--- src/rtl/prog_loader_pkg.sv ---
// Shared definitions for the program loader: core memory map and loader FSM encoding.
package prog_loader_pkg;

  localparam int unsigned DATA_W    = 8;
  localparam int unsigned ADDR_W    = 8;
  localparam int unsigned RAM_DEPTH = 256;

  localparam logic [ADDR_W-1:0] DEFAULT_BASE_ADDR = 8'h00;

  typedef enum logic [2:0] {
    S_IDLE  = 3'd0,
    S_LEN   = 3'd1,
    S_DATA  = 3'd2,
    S_WRITE = 3'd3,
    S_CSUM  = 3'd4,
    S_DONE  = 3'd5,
    S_ERR   = 3'd6
  } state_t;

  // A LEN byte of zero stands for a full 256-byte payload.
  function automatic logic [8:0] payload_len(input logic [DATA_W-1:0] len);
    return (len == '0) ? 9'(RAM_DEPTH) : {1'b0, len};
  endfunction

endpackage

--- src/rtl/prog_loader.sv ---
// Framed host-to-RAM program loader; holds the core off until a checksum-verified frame lands.
//
// state   | meaning
// IDLE    | no frame yet, core free, host not accepted
// LEN     | waiting for the length byte
// DATA    | waiting for the next payload byte
// WRITE   | driving one byte onto the RAM bus for WR_CYCLES cycles
// CSUM    | waiting for the checksum byte
// DONE    | frame good, core released
// ERR     | checksum bad, core kept held
module prog_loader
  import prog_loader_pkg::*;
#(
  parameter logic [ADDR_W-1:0] BASE_ADDR = DEFAULT_BASE_ADDR,
  parameter int unsigned       WR_CYCLES = 1
) (
  input  logic              clk,
  input  logic              rst,
  input  logic              load_req,
  input  logic [DATA_W-1:0] in_data,
  input  logic              in_valid,
  output logic              in_ready,
  output logic [ADDR_W-1:0] mem_addr,
  output logic [DATA_W-1:0] mem_data,
  output logic              mem_oe,
  output logic              mem_ena,
  output logic              mem_write,
  output logic              core_hold,
  output logic              done,
  output logic              err
);

  localparam logic [1:0] WR_LAST = 2'(WR_CYCLES - 1);

  state_t      state, next_state;
  logic [8:0]  count;
  logic [7:0]  sum;
  logic [1:0]  wcnt;
  logic        accept;
  logic        wr_last;
  logic        ready_d, strobe_d, hold_d, done_d, err_d;

  assign accept  = in_valid & in_ready;
  assign wr_last = (wcnt == 2'd0);

  always_ff @(posedge clk or negedge rst) begin
    if (!rst) state <= S_IDLE;
    else      state <= next_state;
  end

  always_comb begin
    next_state = state;
    case (state)
      S_IDLE, S_DONE, S_ERR: if (load_req) next_state = S_LEN;
      S_LEN:   if (accept) next_state = S_DATA;
      S_DATA:  if (accept) next_state = S_WRITE;
      S_WRITE: if (wr_last) next_state = (count == 9'd1) ? S_CSUM : S_DATA;
      S_CSUM:  if (accept) next_state = (in_data == sum) ? S_DONE : S_ERR;
      default: next_state = S_IDLE;
    endcase
  end

  // Outputs are decoded from next_state and registered, so they line up with the state they describe.
  always_comb begin
    ready_d  = 1'b0;
    strobe_d = 1'b0;
    hold_d   = 1'b0;
    done_d   = 1'b0;
    err_d    = 1'b0;
    case (next_state)
      S_LEN, S_DATA, S_CSUM: begin
        ready_d = 1'b1;
        hold_d  = 1'b1;
      end
      S_WRITE: begin
        strobe_d = 1'b1;
        hold_d   = 1'b1;
      end
      S_DONE: done_d = 1'b1;
      S_ERR: begin
        err_d  = 1'b1;
        hold_d = 1'b1;
      end
      default: ;
    endcase
  end

  always_ff @(posedge clk or negedge rst) begin
    if (!rst) begin
      in_ready  <= 1'b0;
      mem_oe    <= 1'b0;
      mem_ena   <= 1'b0;
      mem_write <= 1'b0;
      core_hold <= 1'b0;
      done      <= 1'b0;
      err       <= 1'b0;
    end else begin
      in_ready  <= ready_d;
      mem_oe    <= strobe_d;
      mem_ena   <= strobe_d;
      mem_write <= strobe_d;
      core_hold <= hold_d;
      done      <= done_d;
      err       <= err_d;
    end
  end

  // Write-cycle timer is a down-counter loaded on byte accept; address/count step at its terminal count.
  always_ff @(posedge clk or negedge rst) begin
    if (!rst) begin
      count    <= '0;
      sum      <= '0;
      wcnt     <= '0;
      mem_addr <= BASE_ADDR;
      mem_data <= '0;
    end else begin
      case (state)
        S_LEN: if (accept) begin
          count    <= payload_len(in_data);
          mem_addr <= BASE_ADDR;
          sum      <= '0;
        end
        S_DATA: if (accept) begin
          mem_data <= in_data;
          sum      <= sum + in_data;
          wcnt     <= WR_LAST;
        end
        S_WRITE: begin
          if (wr_last) begin
            mem_addr <= mem_addr + 8'd1;
            count    <= count - 9'd1;
          end else begin
            wcnt <= wcnt - 2'd1;
          end
        end
        default: ;
      endcase
    end
  end

endmodule

--- config.mk ---
export PLATFORM = sky130hd
export DESIGN_NAME = prog_loader
export DESIGN_NICKNAME = d
export VERILOG_FILES = /design/src/rtl/prog_loader_pkg.sv /design/src/rtl/prog_loader.sv
export SDC_FILE = /design/constraint.sdc
export NUM_CORES = 1
export LEC_CHECK = 0
export BUFFER_PORTS_ARGS = -buffer_cell sky130_fd_sc_hd__buf_2
export CAP_MARGIN = 15
export CORE_ASPECT_RATIO = 1.4
export CORE_MARGIN = 2
export CORE_UTILIZATION = 33
export CTS_CLUSTER_DIAMETER = 150
export DETAILED_ROUTE_END_ITERATION = 16
export MAX_ROUTING_LAYER = met4
export SKIP_CTS_REPAIR_TIMING = 1
export SLEW_MARGIN = 10
export SYNTH_ARGS = -nofsm -noshare
export SYNTH_HDL_FRONTEND = slang
export SYNTH_SLANG_ARGS = --single-unit
--- constraint.sdc ---
create_clock -name clk -period 2.76 [get_ports clk]
set_input_delay 0.138 -clock clk [delete_from_list [all_inputs] [get_ports clk]]
set_output_delay 0.138 -clock clk [all_outputs]
set_load 0.1 [all_outputs]
==> metrics.txt <==
Hold Path Class in2async; maximum fanout along the worst path 5; hold slack -13.4 ps; share of the synthesized area in the top cell type 0.430; Cell Rows 37; I/O Pins 35; Post-Route Utilization 0.391; initial core utilization 0.340; chip height 107 um; endpoints failing hold 10; Tmin final 2120 ps; initial antenna violation count 0; drt via density 5.26; vias in the first global route 1945; RSZ-0062 raised after global routing false; Crit-path slowest cell or4_4; outcome finished with violations; Global Route Usage Sum 0.149; CTS Root Cell clkbuf_8; sequential share of the synthesized area 0.430; HPWL after detailed placement 4.13 mm; TritonCTS Buffers 5; Final setup viols 0; Synth Instances 253; Slew Viols, Final 0; Setup Crit Path Kind reg2reg; Final Cell Area 2880 um2; final wirelength 5.65 mm; share of cells above drive strength 1 0.226; Synth warnings 0; worst path cell trace ha_1 -> or4_4 -> nor4_4 -> o32ai_2 -> xnor2_1 -> mux2i_1; syn_area_per_cell 9.89 um2; gpl congestion 0.836; DRT iter0 DRCs 103; port bufs 34; commonest cells in the netlist dfrtp_1 (43), nand2_1 (38), nor2_1 (16); placed cell count 377; Synth Net Count 277; TritonCTS clock tree yes; final setup TNS 0 ps; Slew headroom 0.358; max cap viols 0; post-route ant nets 0; synth unique cells 64; maximum number of pins on one net before global-route repair 44; htree depth 2; die width 77.6 um; Routed wire per std cell 14.7 um; Async SR Flop Fraction 1.00; Syn Std Cell Area 2500 um2; final cell count without fillers 385; Synth Register Bits 43; max incr delay on CP 580 ps; Worst Clk Skew 3.28 ps; 1st-pass router iterations 4; Primary FF master, synth dfrtp_1; Post-synth EDFFs 0; CP startpoint kind register; antenna cells 0; Fmax 471 MHz; most frequent cell after synthesis dfrtp_1; GR Overflow Total 0; Slew @ Worst Pin 962 ps; placed cell area 2760 um2; Crit path required time 2940 ps; first-pass GRT wire length 9.52 mm; Arr. time, crit path 2300 ps; deepest clock path buffer count 2; Clock transition at path regs 80 ps; Remaining DRCs 0; Clock Sinks 43; die area 8310 um2; Final nets 311; Final period util 0.769; top post-synthesis cells by area dfrtp_1 (43%), nand2_1 (5.7%), ha_1 (5.5%), xor2_1 (2.4%), a21oi_1 (2.4%); core region area 7360 um2; failing checks negative hold slack; type of destination of the critical path register; area leader, netlist dfrtp_1; clk_lat worst skew 290 ps; via count 2024; Layout area overhead 15.0%
path summary, 6_finish.rpt:
check	cells after the start	from	to	slack, ps
max	6	sum[3]	in_ready	640
min	1	rst	mem_addr[6]	-10
max reg2reg	6	sum[3]	in_ready	640
min reg2reg	2	mem_data[0]	mem_data[0]	470
max in group asynchronous	1	rst	sum[4]	2170
min in group clk	3	in_data[2]	mem_data[2]	100
routing by layer:
| layer | GRT usage | share of wire |
|---|---|---|
| met2 | 0.253 | 0.54 |
| met3 | 0.0210 | 0.029 |
| met5 | - | 0 |
| met4 | 0.0816 | 0.031 |
| met1 | 0.167 | 0.40 |
registers in the layout, indices dropped and copies added (netlist names):
name,cells
sum,8
mem_addr,8
core_hold,1
in_ready,1
err,1
state,3
mem_write,1
mem_data,8
done,1
count,9
wcnt,2
area by class of cell:
| type | instances | area, um2 |
|---|---|---|
| Clock buffer | 6 | 82.6 |
| Timing Repair Buffer | 38 | 200 |
| Inverter | 11 | 41.3 |
| Multi-Input combinational cell | 188 | 1320 |
| Fill cell | 748 | 4480 |
| Clock inverter | 2 | 35.0 |
| Tap cell | 97 | 121 |
| Sequential cell | 43 | 1080 |
through the flow:
stage	hold WS, ps	worst slack (ps)
global placement	356	687
detailed placement	359	648
global route	70.6	563
floorplan	-158	477
CTS	26.5	634
finish	-13.4	637
cell families (layout without fill, tap and decap cells):
| kind of cell | count (synthesis) | after routing | synth area share |
|---|---|---|---|
| DFF | 43 | 43 | 0.430 |
| and+or+nand+nor | 102 | 102 | 0.230 |
| xor gates and xnor gates | 13 | 13 | 0.0455 |
| muxes | 3 | 3 | 0.0125 |
| AOI/OAI and AO/OA | 58 | 58 | 0.177 |
| buffers and inverters | 22 | 57 | 0.0420 |
| adders and majority gates | 12 | 12 | 0.0630 |
cells in the final DEF (no fill, tap or decap), types with 2 or more instances in the layout:
cell      count
nor3b_1       3
or2b_1        2
a22oi_1       2
xor2_1        7
a221o_1       4
nand3_1       2
a21boi_0      2
inv_1        10
nand2b_1      2
ha_1         11
buf_2        34
nor3_1        6
o21ai_0      11
nand4b_1      2
a21o_1        6
nand3b_1      3
dfrtp_1      43
buf_4         4
a21oi_1      12
or2_2         2
nor2_1       16
nand2_1      38
or3_1         3
clkbuf_8      6
mux2i_1       2
a22o_1        5
nand4_1       4
nor4_1        4
xnor2_1       6
worst max-delay path: cells and delay by family (launching register included):
| kind | cells | cell delay (ps) |
|---|---|---|
| AND/OR/NAND/NOR | 2 | 810 |
| flip-flops | 1 | 400 |
| adder cells (fa/ha/maj) | 1 | 350 |
| XOR/XNOR | 1 | 190 |
| AO/OA/AOI/OAI | 1 | 170 |
| multiplexers | 1 | 90 |
Power is not shown: default switching activity piles up to over one toggle a cycle in this logic, so the estimate is an artifact.
